File: src/rtl/mem_arbiter.sv
// Byte-serial RAM controller arbitrating NUM_CH requesters onto one 8-bit RAM port.
// Define MEMARB_RR_EN for round-robin arbitration; default is fixed priority (channel 0 highest).
module mem_arbiter #(
  parameter int NUM_CH = 2,
  parameter int ADDR_W = 32
) (
  input  logic                     clk_in,
  input  logic                     rst_in,
  input  logic [NUM_CH-1:0]        req_in,
  input  logic [NUM_CH-1:0]        rw_in,
  input  logic [NUM_CH*ADDR_W-1:0] addr_in,
  input  logic [NUM_CH*32-1:0]     wdata_in,
  input  logic [NUM_CH*3-1:0]      len_in,
  input  logic [NUM_CH-1:0]        flush_in,
  output logic [NUM_CH-1:0]        busy_out,
  output logic [NUM_CH-1:0]        done_out,
  output logic [31:0]              rdata_out,
  output logic                     ram_rw_out,
  output logic [ADDR_W-1:0]        ram_addr_out,
  output logic [7:0]               ram_data_out,
  input  logic [7:0]               ram_data_in
);

  localparam int CH_W = (NUM_CH > 1) ? $clog2(NUM_CH) : 1;

  typedef enum logic [0:0] {IDLE = 1'b0, XFER = 1'b1} state_t;

  function automatic logic [2:0] decode_len(input logic [2:0] l);
    case (l)
      3'd1:    decode_len = 3'd1;
      3'd2:    decode_len = 3'd2;
      default: decode_len = 3'd4;
    endcase
  endfunction

`ifdef MEMARB_RR_EN
  function automatic logic [CH_W-1:0] rr_index(input logic [CH_W-1:0] ptr, input int k);
    int s;
    s = int'(ptr) + k;
    rr_index = (s >= NUM_CH) ? CH_W'(s - NUM_CH) : CH_W'(s);
  endfunction

  logic [CH_W-1:0]   r_ptr;
`endif

  state_t              r_state;
  state_t              w_state_nxt;
  logic [CH_W-1:0]     r_ch;
  logic                r_rw;
  logic [ADDR_W-1:0]   r_addr;
  logic [31:0]         r_wdata;
  logic [2:0]          r_len;
  logic [2:0]          r_cnt;
  logic [23:0]         r_bytes;
  logic [NUM_CH-1:0]   r_busy;
  logic [NUM_CH-1:0]   r_done;
  logic [31:0]         r_rdata;

  logic [NUM_CH-1:0]   w_elig;
  logic                w_any;
  logic [CH_W-1:0]     w_sel;
  logic [NUM_CH-1:0]   w_sel_oh;
  logic                w_grant;
  logic                w_finish;
  logic                w_abort;
  logic [2:0]          w_end_cnt;
  logic [2:0]          w_off;
  logic [31:0]         w_assembled;
  logic                w_xfer;

  // A channel that just saw its done pulse is masked so it cannot be re-granted.
  assign w_elig   = req_in & ~flush_in & ~r_done;
  assign w_any    = |w_elig;
  assign w_sel_oh = {{(NUM_CH-1){1'b0}}, 1'b1} << w_sel;

  // Channel selection: last assignment in the descending scan wins.
  always_comb begin
    w_sel = '0;
`ifdef MEMARB_RR_EN
    for (int k = NUM_CH - 1; k >= 0; k--) begin
      w_sel = w_elig[rr_index(r_ptr, k)] ? rr_index(r_ptr, k) : w_sel;
    end
`else
    for (int i = NUM_CH - 1; i >= 0; i--) begin
      w_sel = w_elig[i] ? CH_W'(i) : w_sel;
    end
`endif
  end

  assign w_end_cnt = r_rw ? (r_len - 3'd1) : r_len;

  // Next-state logic and transfer control strobes.
  always_comb begin
    w_state_nxt = r_state;
    w_grant     = 1'b0;
    w_finish    = 1'b0;
    w_abort     = 1'b0;
    case (r_state)
      IDLE: begin
        if (w_any) begin
          w_grant     = 1'b1;
          w_state_nxt = XFER;
        end else begin
          w_state_nxt = IDLE;
        end
      end
      XFER: begin
        if (!r_rw && flush_in[r_ch]) begin
          w_abort     = 1'b1;
          w_state_nxt = IDLE;
        end else if (r_cnt == w_end_cnt) begin
          w_finish    = 1'b1;
          w_state_nxt = IDLE;
        end else begin
          w_state_nxt = XFER;
        end
      end
      default: w_state_nxt = IDLE;
    endcase
  end

  // Final read byte arrives on ram_data_in in the same cycle the result is latched.
  always_comb begin
    case (r_len)
      3'd1:    w_assembled = {24'h000000, ram_data_in};
      3'd2:    w_assembled = {16'h0000, ram_data_in, r_bytes[7:0]};
      default: w_assembled = {ram_data_in, r_bytes};
    endcase
  end

  // State register.
  always_ff @(posedge clk_in) begin
    if (rst_in) begin
      r_state <= IDLE;
    end else begin
      r_state <= w_state_nxt;
    end
  end

  // Request latch, byte counter, read capture and handshake registers.
  always_ff @(posedge clk_in) begin
    if (rst_in) begin
      r_ch    <= '0;
      r_rw    <= 1'b0;
      r_addr  <= '0;
      r_wdata <= 32'h00000000;
      r_len   <= 3'd0;
      r_cnt   <= 3'd0;
      r_bytes <= 24'h000000;
      r_busy  <= '0;
      r_done  <= '0;
      r_rdata <= 32'h00000000;
`ifdef MEMARB_RR_EN
      r_ptr   <= '0;
`endif
    end else begin
      r_done <= '0;
      if (w_grant) begin
        r_ch    <= w_sel;
        r_rw    <= rw_in[w_sel];
        r_addr  <= addr_in[w_sel*ADDR_W +: ADDR_W];
        r_wdata <= wdata_in[w_sel*32 +: 32];
        r_len   <= decode_len(len_in[w_sel*3 +: 3]);
        r_cnt   <= 3'd0;
        r_busy  <= w_sel_oh;
`ifdef MEMARB_RR_EN
        r_ptr   <= (w_sel == CH_W'(NUM_CH - 1)) ? '0 : w_sel + 1'b1;
`endif
      end else if (w_abort) begin
        r_busy <= '0;
      end else if (w_finish) begin
        r_busy <= '0;
        r_done <= r_busy;
        if (!r_rw) begin
          r_rdata <= w_assembled;
        end
      end else if (r_state == XFER) begin
        r_cnt <= r_cnt + 3'd1;
        if (!r_rw) begin
          case (r_cnt)
            3'd1:    r_bytes[7:0]   <= ram_data_in;
            3'd2:    r_bytes[15:8]  <= ram_data_in;
            3'd3:    r_bytes[23:16] <= ram_data_in;
            default: r_bytes        <= r_bytes;
          endcase
        end
      end
    end
  end

  // During the trailing read cycle the address stays on the last byte.
  assign w_xfer = (r_state == XFER);
  assign w_off  = (!r_rw && (r_cnt == r_len)) ? (r_cnt - 3'd1) : r_cnt;

  assign busy_out     = r_busy;
  assign done_out     = r_done;
  assign rdata_out    = r_rdata;
  assign ram_rw_out   = w_xfer & r_rw;
  assign ram_addr_out = w_xfer ? (r_addr + ADDR_W'(w_off)) : '0;
  assign ram_data_out = (w_xfer && r_rw) ? r_wdata[{r_cnt[1:0], 3'b000} +: 8] : 8'h00;

endmodule

File: config.mk
export PLATFORM = sky130hd
export DESIGN_NAME = mem_arbiter
export DESIGN_NICKNAME = d
export VERILOG_FILES = /design/src/rtl/mem_arbiter.sv
export SDC_FILE = /design/constraint.sdc
export NUM_CORES = 1
export LEC_CHECK = 0
export CAP_MARGIN = 20
export CORE_MARGIN = 2
export CORE_UTILIZATION = 49
export DETAILED_ROUTE_END_ITERATION = 7
export PLACE_DENSITY = 0.86
export SLEW_MARGIN = 20
export SYNTH_ARGS = -nofsm -noshare
export SYNTH_HDL_FRONTEND = slang
export SYNTH_SLANG_ARGS = --single-unit
File: constraint.sdc
create_clock -name clk_in -period 13 [get_ports clk_in]
set_input_delay 3.9 -clock clk_in [delete_from_list [all_inputs] [get_ports clk_in]]
set_output_delay 3.9 -clock clk_in [all_outputs]
set_load 0.05 [all_outputs]
==> metrics <==
Rows 42; DR WL/cell 17.8 um; FFs w/ async S/R, synth 0%; CTS Hold Bufs 0; syn_nets 960; hold path depth 2; Cells after Synth 798; CP Capture Type output port; final setup fails 0; sequential-to-total area share from yosys stat 40.5%; Tmin final 8.74 ns; fmax 114 MHz; fill count 989; Tightest Pin Transition 1.14 ns; Yosys top cell by area dfxtp_1; worst path bufs/invs 1; CTS Buf Count 17; DP HPWL 14900 um; clk buf depth 2; Final TNS setup 0 ns; worst vdd ir 0.101 mV; status finished, final reports clean; Worst path slowest cell clkdlybuf4s50_1; R2R depth 5; Synth Register Bits 133; first-pass GRT wire length 33200 um; synthesized area per cell 8.25 sq um; critical path class reg -> out; Starting Density 49.9%; synth unique cells 58; synth cell count leaders 133 x dfxtp_1, 95 x nand2_1, 86 x nor2_1, 49 x a21oi_1, 49 x nand3_1; drt total wl 21100 um; Multi-input gate area 3650 sq um; Die ar. 14400 sq um; internal reg-to-reg setup slack 10.23 ns; share of layout cells above drive strength 1 7.15%; H-tree depth 4; Synth top area share 40.5%; first drt pass iteration count 5; Top cell by count, worst path nor2_1; R2R Path Start r_cnt[0]$_SDFFE_PP0P_; final worst path period share 67.2%; Slowest Stage Delay on Critical Path 0.83 ns; vias 6819; Worst Skew 0.0165 ns; Ant. Diodes 0; LEAKAGE 3.47 nW; most frequent cell after synthesis dfxtp_1; Layout area overhead 45.3%; Req. time, crit path 9.10 ns; CTS Sinks 133; Worst Hold Class reg -> reg; die height 120 um; Core Area 13200 sq um; CP delay by family, top simple AND/OR/NAND/NOR gates; Remaining DRCs 0; DRT iter0 DRCs 505; worst r2r dst r_bytes[5]$_SDFFE_PP0P_; main area contributors after synthesis dfxtp_1 40%, nand2_1 5.4%, nor2_1 4.9%, a211oi_1 4.2%, a21oi_1 3.7%; clk root buf clkbuf_16; Max-Cap Viols 0; Synth Flop Type dfxtp_1; total track usage 29.4%; Final Util 72.5%; Top Ports 227; max-slew violations 0; PortBufs 226; clk_lat worst skew 0.43 ns; Setup Buffers After CTS 0; EDFF count, synth 0; global route overflow 0; Slew HR 24.2%; fin nets 1156; RSZ-0062 raised after global routing false; CP Launch Type flop; Cell Chain, Critical Path xor2_1 > or3_1 > nor2_1 > nor2_1 > o21ai_0 > fa_1 > a21oi_1 > or4b_1 > nor3_2 > nand3_1 > mux2i_1 > clkdlybuf4s50_1; mapped cell area 6580 sq um; antenna-violating nets left 0; crit path max fanout 13; CTS clk-pin slew, worst paths 0.06 ns; TritonCTS clock tree done; RePlAce Congestion 0.908; Synth Warn # 0; PD cells 124 nW/um^2; Fin. Hold Viols 0; storage element area 2660 sq um; post-CTS sizing 0; routed vias/inst 5.76; Hold Path Sink r_wdata[16]$_SDFFE_PP0P_; largest net degree at the start of global routing 55; Hold Path Origin r_wdata[16]$_SDFFE_PP0P_; vias in the first global route 6596; Die W 120 um; initial antenna violation count 0; critical path arrival 4.84 ns
## tightest hold or removal path, cell delays in order, from the launching register on
cell,delay [ns]
dfxtp_1,0.30
nand2_1,0.05
nand2_1,0.04
## placed cells by master (no fill, tap or decap), types with 16 or more instances in the layout
cell type	netlist	final
nor2_1	86	85
clkdlybuf4s50_1	0	225
a211oi_1	37	37
dfxtp_1	133	133
a221oi_1	18	18
nor3_1	19	17
a21oi_1	49	48
o22ai_1	34	34
clkbuf_16	0	17
nand2_1	95	95
a22oi_1	31	31
o21ai_0	21	21
nand3_1	49	49
xor2_1	19	19
and2_1	16	16
## layout make-up
class	count	area share (%)
flip-flops and latches	133	27.8
clock buffers	18	4.59
clock inverters	14	1.79
repair buffers	239	24.7
well taps	176	2.30
inverters	15	0.589
multi-input cells	588	38.2
## registers in the layout (all words and copies together), names as in the netlist
register and cells:
r_state 1, r_ch 1, busy_out 2, r_cnt 3
r_len 3, rdata_out 32, r_addr 32, r_wdata 32
r_bytes 24, done_out 2, r_rw 1
## metal layers
metal	global-route usage, %	share of wire [%]	vias to the layer above	routed length [um]
li1	-	-	3302	-
met1	35.7	41	3189	8710
met2	49.5	48	275	10100
met3	7.70	7.3	53	1530
met4	12.5	3.4	0	708
met5	0	0	-	0
## through the flow
step                instances  area [sq um]  hold slack [ns]  setup slack [ns]  power (mW)
floorplan                 798          6580            0.410              5.36       0.591
global placement         1150          8930            0.421              4.81       0.686
detailed placement       1150          8930            0.426              4.68       0.691
CTS                      1182          9540            0.436              4.23        1.18
global route             1183          9560            0.458              3.90        1.22
finish                   1183          9560            0.435              4.26        1.18
## where the power goes
group	internal, mW	switching (mW)
sequential	0.433	0.0232
clock	0.308	0.188
combinational	0.101	0.129
total	0.842	0.341
## worst max path at each step
stage | cells after the start | slack (ns) | from | to
after floorplan | 9 | 5.36 | r_cnt[0]$_SDFFE_PP0P_ | ram_addr_out[14]
after global placement | 12 | 4.81 | r_cnt[0]$_SDFFE_PP0P_ | ram_addr_out[18]
after detailed placement | 12 | 4.68 | r_cnt[0]$_SDFFE_PP0P_ | ram_addr_out[18]
after CTS | 12 | 4.23 | r_cnt[0]$_SDFFE_PP0P_ | ram_addr_out[18]
after global routing | 12 | 3.90 | r_cnt[0]$_SDFFE_PP0P_ | ram_addr_out[18]
final | 12 | 4.26 | r_cnt[0]$_SDFFE_PP0P_ | ram_addr_out[18]
## cell families after synthesis
kind of cell / after synthesis / share of synthesized area (%)
DFF: 133 / 40.5
AOI/OAI and AO/OA: 219 / 21.8
and+or+nand+nor: 315 / 23.2
xor gates and xnor gates: 31 / 4.34
adders and majority gates: 12 / 2.40
buffers and inverters: 77 / 4.62
muxes: 11 / 3.19
Power figures use the tool's default switching activity.
